==> src/rtl/seg_disp_pkg.sv <==
// Shared types and board constants for the seven-segment display arbiter.
package seg_disp_pkg;

    typedef enum logic {
        IDLE  = 1'b0,
        OWNED = 1'b1
    } seg_disp_state_t;

    localparam int unsigned SEG_WORD_W = 32;
    localparam logic [SEG_WORD_W-1:0] SEG_DEFAULT_WORD = 32'h0000_0000;

    // Requester slots as wired on the board
    localparam int unsigned SRC_CPU_DBG = 0;
    localparam int unsigned SRC_REGVIEW = 1;
    localparam int unsigned SRC_STATUS  = 2;
    localparam int unsigned SRC_ERROR   = 3;

endpackage

==> src/rtl/seg_rr_picker.sv <==
// Combinational round-robin search: first eligible request at or after start, wrapping.
module seg_rr_picker #(
    parameter int unsigned NUM_SRC = 4
) (
    input  logic [NUM_SRC-1:0]         req,
    input  logic [$clog2(NUM_SRC)-1:0] start,
    input  logic [NUM_SRC-1:0]         excl,
    output logic                       found,
    output logic [$clog2(NUM_SRC)-1:0] winner
);

    localparam int unsigned IDX_W = $clog2(NUM_SRC);

    logic [NUM_SRC-1:0] eligible;
    int unsigned        pos;
    logic [IDX_W-1:0]   pos_idx;

    assign eligible = req & ~excl;

    always_comb begin
        found   = 1'b0;
        winner  = '0;
        pos     = 0;
        pos_idx = '0;
        for (int unsigned i = 0; i < NUM_SRC; i++) begin
            pos = 32'(start) + i;
            if (pos >= NUM_SRC) begin
                pos = pos - NUM_SRC;
            end
            pos_idx = pos[IDX_W-1:0];
            if (!found && eligible[pos_idx]) begin
                found  = 1'b1;
                winner = pos_idx;
            end
        end
    end

endmodule

==> src/rtl/seg_display_arbiter.sv <==
// Round-robin owner arbitration with minimum dwell for the shared 8-digit display.
module seg_display_arbiter
    import seg_disp_pkg::*;
#(
    parameter int unsigned           NUM_SRC      = 4,
    parameter int unsigned           DWELL_CYCLES = 100_000_000,
    parameter logic [SEG_WORD_W-1:0] DEFAULT_WORD = SEG_DEFAULT_WORD
) (
    input  logic                                clk,
    input  logic                                rst_n,
    input  logic [NUM_SRC-1:0]                  req,
    input  logic [NUM_SRC-1:0][SEG_WORD_W-1:0]  src_data,
    output logic [NUM_SRC-1:0]                  grant,
    output logic                                owner_valid,
    output logic [$clog2(NUM_SRC)-1:0]          owner_id,
    output logic [SEG_WORD_W-1:0]               disp_data
);

    localparam int unsigned IDX_W = $clog2(NUM_SRC);
    localparam int unsigned CNT_W = $clog2(DWELL_CYCLES + 1);
    localparam logic [CNT_W-1:0] DWELL_LOAD = CNT_W'(DWELL_CYCLES - 1);

    seg_disp_state_t    state;
    logic [CNT_W-1:0]   dwell_cnt;
    logic [IDX_W-1:0]   last_owner;

    logic [IDX_W-1:0]   start_idx;
    logic               pick_found;
    logic [IDX_W-1:0]   pick_id;
    logic [NUM_SRC-1:0] pick_onehot;
    logic               do_grant;
    logic               do_idle;

    assign start_idx = (last_owner == IDX_W'(NUM_SRC - 1)) ? '0 : last_owner + IDX_W'(1);

    // grant is zero in IDLE, so it doubles as the "exclude current owner" mask
    seg_rr_picker #(
        .NUM_SRC (NUM_SRC)
    ) u_picker (
        .req    (req),
        .start  (start_idx),
        .excl   (grant),
        .found  (pick_found),
        .winner (pick_id)
    );

    always_comb begin
        pick_onehot          = '0;
        pick_onehot[pick_id] = 1'b1;
    end

    always_comb begin
        do_grant = 1'b0;
        do_idle  = 1'b0;
        case (state)
            IDLE: begin
                do_grant = pick_found;
            end
            OWNED: begin
                if (!req[owner_id]) begin
                    do_grant = pick_found;
                    do_idle  = !pick_found;
                end else if (dwell_cnt == '0) begin
                    do_grant = pick_found;
                end
            end
            default: begin
                do_idle = 1'b1;
            end
        endcase
    end

    always_ff @(posedge clk or negedge rst_n) begin
        if (!rst_n) begin
            state       <= IDLE;
            dwell_cnt   <= '0;
            last_owner  <= IDX_W'(NUM_SRC - 1);
            grant       <= '0;
            owner_valid <= 1'b0;
            owner_id    <= '0;
            disp_data   <= DEFAULT_WORD;
        end else begin
            // Uses the pre-edge owner, so a new owner's word lands one cycle after its grant
            disp_data <= owner_valid ? src_data[owner_id] : DEFAULT_WORD;

            if (do_grant) begin
                state       <= OWNED;
                dwell_cnt   <= DWELL_LOAD;
                last_owner  <= pick_id;
                grant       <= pick_onehot;
                owner_valid <= 1'b1;
                owner_id    <= pick_id;
            end else if (do_idle) begin
                state       <= IDLE;
                dwell_cnt   <= '0;
                grant       <= '0;
                owner_valid <= 1'b0;
                owner_id    <= '0;
            end else if (state == OWNED && dwell_cnt != '0) begin
                dwell_cnt <= dwell_cnt - CNT_W'(1);
            end
        end
    end

endmodule

==> config.mk <==
export PLATFORM = sky130hd
export DESIGN_NAME = seg_display_arbiter
export DESIGN_NICKNAME = d
export VERILOG_FILES = /design/src/rtl/seg_disp_pkg.sv /design/src/rtl/seg_rr_picker.sv /design/src/rtl/seg_display_arbiter.sv
export SDC_FILE = /design/constraint.sdc
export NUM_CORES = 1
export LEC_CHECK = 0
export CORE_ASPECT_RATIO = 1.75
export CORE_MARGIN = 5
export CORE_UTILIZATION = 39
export DETAILED_ROUTE_END_ITERATION = 10
export PLACE_DENSITY = 0.74
export SLEW_MARGIN = 20
export SYNTH_ARGS = -nofsm -noshare
export SYNTH_HDL_FRONTEND = slang
export SYNTH_SLANG_ARGS = --single-unit
==> constraint.sdc <==
create_clock -name clk -period 2.1 [get_ports clk]
set_clock_uncertainty 0.1 [all_clocks]
set_input_delay 0.315 -clock clk [delete_from_list [all_inputs] [get_ports clk]]
set_output_delay 0.315 -clock clk [all_outputs]
set_load 0.01 [all_outputs]
**Word-level counts from Yosys, hierarchy flattened**

Cells that the tools add are included.

- Register bits after elaboration: 68
- Output and inout port bits: 39

- $add $sub $neg: 9
- Magnitude comparators: 11
- Eq/ne operators: 1
- Muxes and demuxes: 42
- Bitwise operators: 3
- Reductions and logical operators: 13

Operators with widths:

| operator | number |
|---|---|
| 27-bit 2-to-1 mux | 3 |
| 32-bit binary-select mux with 2-bit select | 1 |
| 32-bit 2-to-1 mux | 2 |
| 27-bit zero test | 1 |
| 27-bit nonzero test | 1 |
| 27-bit by 1-bit subtractor with 27-bit output, second input constant | 1 |
| 2-bit 2-to-1 mux | 11 |
| 2-bit by 3-bit less-than comparator with 1-bit output, second input constant | 6 |
| 1-bit 2-to-1 mux | 16 |
| 1-bit binary-select mux with 2-bit select | 5 |
| 3-bit >= comparator, second input constant | 3 |
| 4-bit 2-to-1 mux | 2 |
| 2-bit by 1-bit subtractor with 2-bit output, second input constant | 4 |
| 2-bit by 2-bit adder with 3-bit output, second input constant | 2 |
| 1-bit logical AND | 5 |
| 4-bit AND | 1 |
| 1-bit zero test | 4 |
| 4-bit inverter | 1 |
| 2-bit by 1-bit adder with 3-bit output, second input constant | 1 |
| 2-bit by 3-bit >= comparator with 1-bit output, second input constant | 1 |
| 3-bit nonzero test | 1 |
| 2-bit by 1-bit adder with 2-bit output, second input constant | 1 |
| 1-bit demux with 2-bit select | 1 |
| 2-bit == test, second input constant | 1 |
| 4 further kinds | 4 |

**Longest topological paths before layout**

- Depth in word-level cells: 21
- Gate-level depth with buffers: 9

**By module**

Synthesis repeated with hierarchy kept, for this count alone.

- Cell total of the unflattened synthesis: 344
- Area total of the unflattened synthesis: 3942.5 µm²

By module, submodules not included:

| module | instances | cells each | area an instance (µm²) | seq. area each (µm²) |
|---|---|---|---|---|
| seg_display_arbiter | 1 | 329 | 3818.7 | 1704.1 |
| seg_rr_picker | 1 | 15 | 123.9 | 0.0 |

**Least setup slack after synthesis**

Ideal clock, no wire load.

- Path kind: register to register
- Start: register dwell_cnt[0]
- End: register dwell_cnt[6]
- Setup time: 123 ps
- Arrival: 1972 ps
- Path slack: -95 ps
- Cell stages (with the launch flop): 9
- Path buffers: 1
- Path through: dfrtp_1 > inv_1 > ha_1 > nor3b_2 > nand3_2 > o41ai_4 > buf_4 > nand2_1 > o221a_1

- Cells in the longest elaborated chain, start to end: 5

Ends and longest elaborated chain:

| what | RTL line | text |
|---|---|---|
| start, declared | seg_display_arbiter.sv:24 | `logic [CNT_W-1:0] dwell_cnt;` |
| start signal, assigned | seg_display_arbiter.sv:100 | `dwell_cnt <= dwell_cnt - CNT_W'(1);` |
| parallel branches: the longest is 5 deep, another holds 27-bit by 1-bit subtractor with 27-bit output | - |  |

Parallel ways; which one is timed is not known. The select of a mux whose other input is x is not followed.
A chain may end at the register's enable or synchronous reset.

**Worst setup path after layout**

- Start: register owner_id[1]
- End: register dwell_cnt[6]

- Cells in the longest elaborated chain, start to end: 6

Ends and longest elaborated chain:

| what | RTL line | text |
|---|---|---|
| start, declared | seg_display_arbiter.sv:15 | `output logic [$clog2(NUM_SRC)-1:0] owner_id,` |
| start signal, assigned | seg_display_arbiter.sv:92 | `owner_id <= pick_id;` |
| 1-bit binary-select mux with 2-bit select (*) | seg_display_arbiter.sv:60 | `if (!req[owner_id]) begin` |
| 1-bit 2-to-1 mux (not written as such) (*) | seg_display_arbiter.sv:60 |  |
| 1-bit 2-to-1 mux | seg_display_arbiter.sv:60 |  |
| 1-bit 2-to-1 mux | seg_display_arbiter.sv:55 | `case (state)` |
| 27-bit 2-to-1 mux | seg_display_arbiter.sv:93 | `end else if (do_idle) begin` |
| 27-bit 2-to-1 mux | seg_display_arbiter.sv:86 | `if (do_grant) begin` |

Mark *: on every way between the ends. The rest lies on a longest branch, timed or not. The select of a mux whose other input is x is not followed.

==> results.cfg <==
[worst_setup_path]
r2r_cells = 6
worstReg2RegStart = owner_id[1]
r2r_end = dwell_cnt[6]
critPathLaunchType = flip-flop
r2r_slack_ps = -110
end_kind = flip-flop
crit_type = reg -> reg
cp.required_ps = 2210
cp.arrival_ps = 2310
worstPathMaxFanout = 4

[sta]
fin_setup_tns_ps = -715
min_period_ps = 2210
worstMarginPinSlew_ps = 441
timing.fmax_ghz = 0.453
rsz0062_at_grt = true
fin_crit_sh_pct = 105
fin_ws_ps = -105
slew-limit-headroom_pct = 70.4
finalHoldViolCount = 0
setup_violations = 16
drv_slew = 0

[global_routing]
grt_overflow = 0
antenna_found_initial = 0
grt_pass1_wl_um = 24700
grt_max_degree = 46
grt_pass1_vias = 4721
grt_util_all_layers_pct = 25.9

[clocking]
cts_tree = built
numCtsBuffers = 9
clkSinkCount = 68
path_clk_slew_ps = 60
clockRootBuffer = clkbuf_16
h-tree-depth = 3
cts_max_path_buffers = 2
clk_latency_ps = 340

[yosys]
synth-edff-count = 0
syn_area_per_cell_um2 = 11.5
syn_area_um2 = 4160
yosys-top-cells-area = dfrtp_1, mux4_2, and2_1
ys_warn_count = 0
ys_seq_elements = 68
synth-seq-area-share_pct = 41.0
synthesis.nets = 496
yosys.area.top_type_share_pct = 39.7
synthCells = 360
ys.flop_type = dfrtp_1
ys_async_sr_fraction_pct = 100
yosysTopAreaCell = dfrtp_1
ys_types = 58

[finish]
area_growth_pct = 76.9
final_nets = 751
instances_no_fill = 750
drive_above_1_share_pct = 36.0
diodes = 0

[routing]
detail-route-antenna-nets = 0
firstDrtPassIters = 5
drt_iter0_drc = 397
drt_wl_total_um = 16500
wire_per_inst_um = 22.1
drt-vias-per-instance = 5.78
drc = 0
vias = 4332

[placed_design]
dp_hpwl_um = 12800
place_ws_ps = -377
gp_congestion = 0.919
dp.cells = 723
numPortBuffers = 172

[job]
maxCapViolations = 0

[run_status]
violations = setup timing
status = finished, violations left

[pwr]
ir_worst_vdd_mv = 0.791
powerDensity_nw_per_um2 = 1160
p_leak_uw = 0.00299
p_total_uw = 8500

[floorplan]
ios = 173
die_area_um2 = 12900
initial_core_util_pct = 39.3
die_x_um = 88.1
die-height_um = 147
core.rowCount = 50
core_um2 = 10600

[min_path]
hp-class = in -> async
registers in the layout, summed over array words and instances, names as in the netlist:
register	count
disp_data	32
dwell_cnt	27
grant	4
last_owner	2
owner_id	2
state	1
final cells by class:
class,instances,area [µm²]
fill,761,3220
multi-input combinational,252,2590
timing repair buffer,266,2500
sequential,68,1710
clock buffer,15,288
tap,130,163
inverter,18,67.6
clock inverter,1,30.0
timing repair:
action	4_1_cts	5_1_grt
cloned	2	0
endpoints found under the hold margin	66	0
hold buffers	1	0
setup endpoints to repair	35	35
pin swaps	12	17
buffers inserted	6	3
resized for setup	31	41
logic make-up (layout without fill, tap and decap cells):
family	count (synthesis)	after routing	synth area share, %
flip-flops	68	68	41.0
buffers and inverters	41	300	4.51
XOR/XNOR	3	3	0.632
AO/OA/AOI/OAI	82	82	16.6
multiplexers	34	34	18.1
AND/OR/NAND/NOR	130	131	18.6
adder cells (fa/ha/maj)	2	2	0.602
metrics by stage:
step / utilization [%] / hold WS, ps / cell area, µm²
3_3_place_gp: 62.7 / 227 / 6630
4_1_cts: 67.7 / 420 / 7160
6_report: 69.6 / 421 / 7350
5_1_grt: 69.6 / 437 / 7350
3_5_place_dp: 62.7 / 234 / 6630
2_1_floorplan: - / -80.6 / 4210
where the power goes:
group | switching [µW] | leakage [µW] | internal, µW
clock network | 549 | 0.000156 | 1050
logic | 2110 | 0.00206 | 2620
registers | 318 | 0.000775 | 1850
worst max-delay path: stages, from the launching register on:
cell     delay (ps)
dfrtp_1         420
mux4_2          560
inv_2           110
o41ai_4          80
buf_2           170
or4_4           480
o221a_1         150
synth_stat cells, types with 3 or more instances:
library cell	number
nor2b_1	5
mux4_2	33
or2_2	4
nor3_2	3
inv_1	17
clkbuf_1	10
a32oi_1	3
nand4_1	8
o21ai_0	6
and2_1	32
nand3_1	3
buf_2	9
nor3_1	7
a211oi_1	9
nand2_1	16
a21oi_1	15
dfrtp_1	66
xor2_1	3
nor2_1	16
nand2b_1	4
a22o_1	4
nor4_1	9
a21o_1	5
a221oi_2	11
or4_1	8
a31o_2	3
or3_1	5
o31ai_1	4
layout by cell type, fill, tap and decap left out, drive strengths merged, types with 4 or more instances in the layout:
master / n
nor2: 17
a21oi: 15
or2: 5
a211oi: 9
and2: 34
dfrtp: 66
nor4: 10
nand3: 4
mux4: 33
a22o: 4
nor3: 10
buf: 94
or4: 8
or3: 5
a221oi: 13
nor2b: 5
nand2: 16
clkbuf: 15
nand2b: 4
o31ai: 4
a21o: 5
o21ai: 8
clkdlybuf4s50: 171
inv: 18
nand4: 8
worst max path at each step:
stage,start,end
2_1_floorplan,dwell_cnt[1],dwell_cnt[6]
3_3_place_gp,req[3],dwell_cnt[6]
3_5_place_dp,req[3],dwell_cnt[5]
4_1_cts,dwell_cnt[0],dwell_cnt[26]
5_1_grt,dwell_cnt[1],dwell_cnt[26]
6_report,owner_id[1],dwell_cnt[6]
metal layers:
metal,routed length (µm),track usage [%]
met5,0,0
met2,8920,46.0
met4,943,13.9
met1,5130,25.8
met3,1550,8.36
Power figures use the tool's default switching activity.
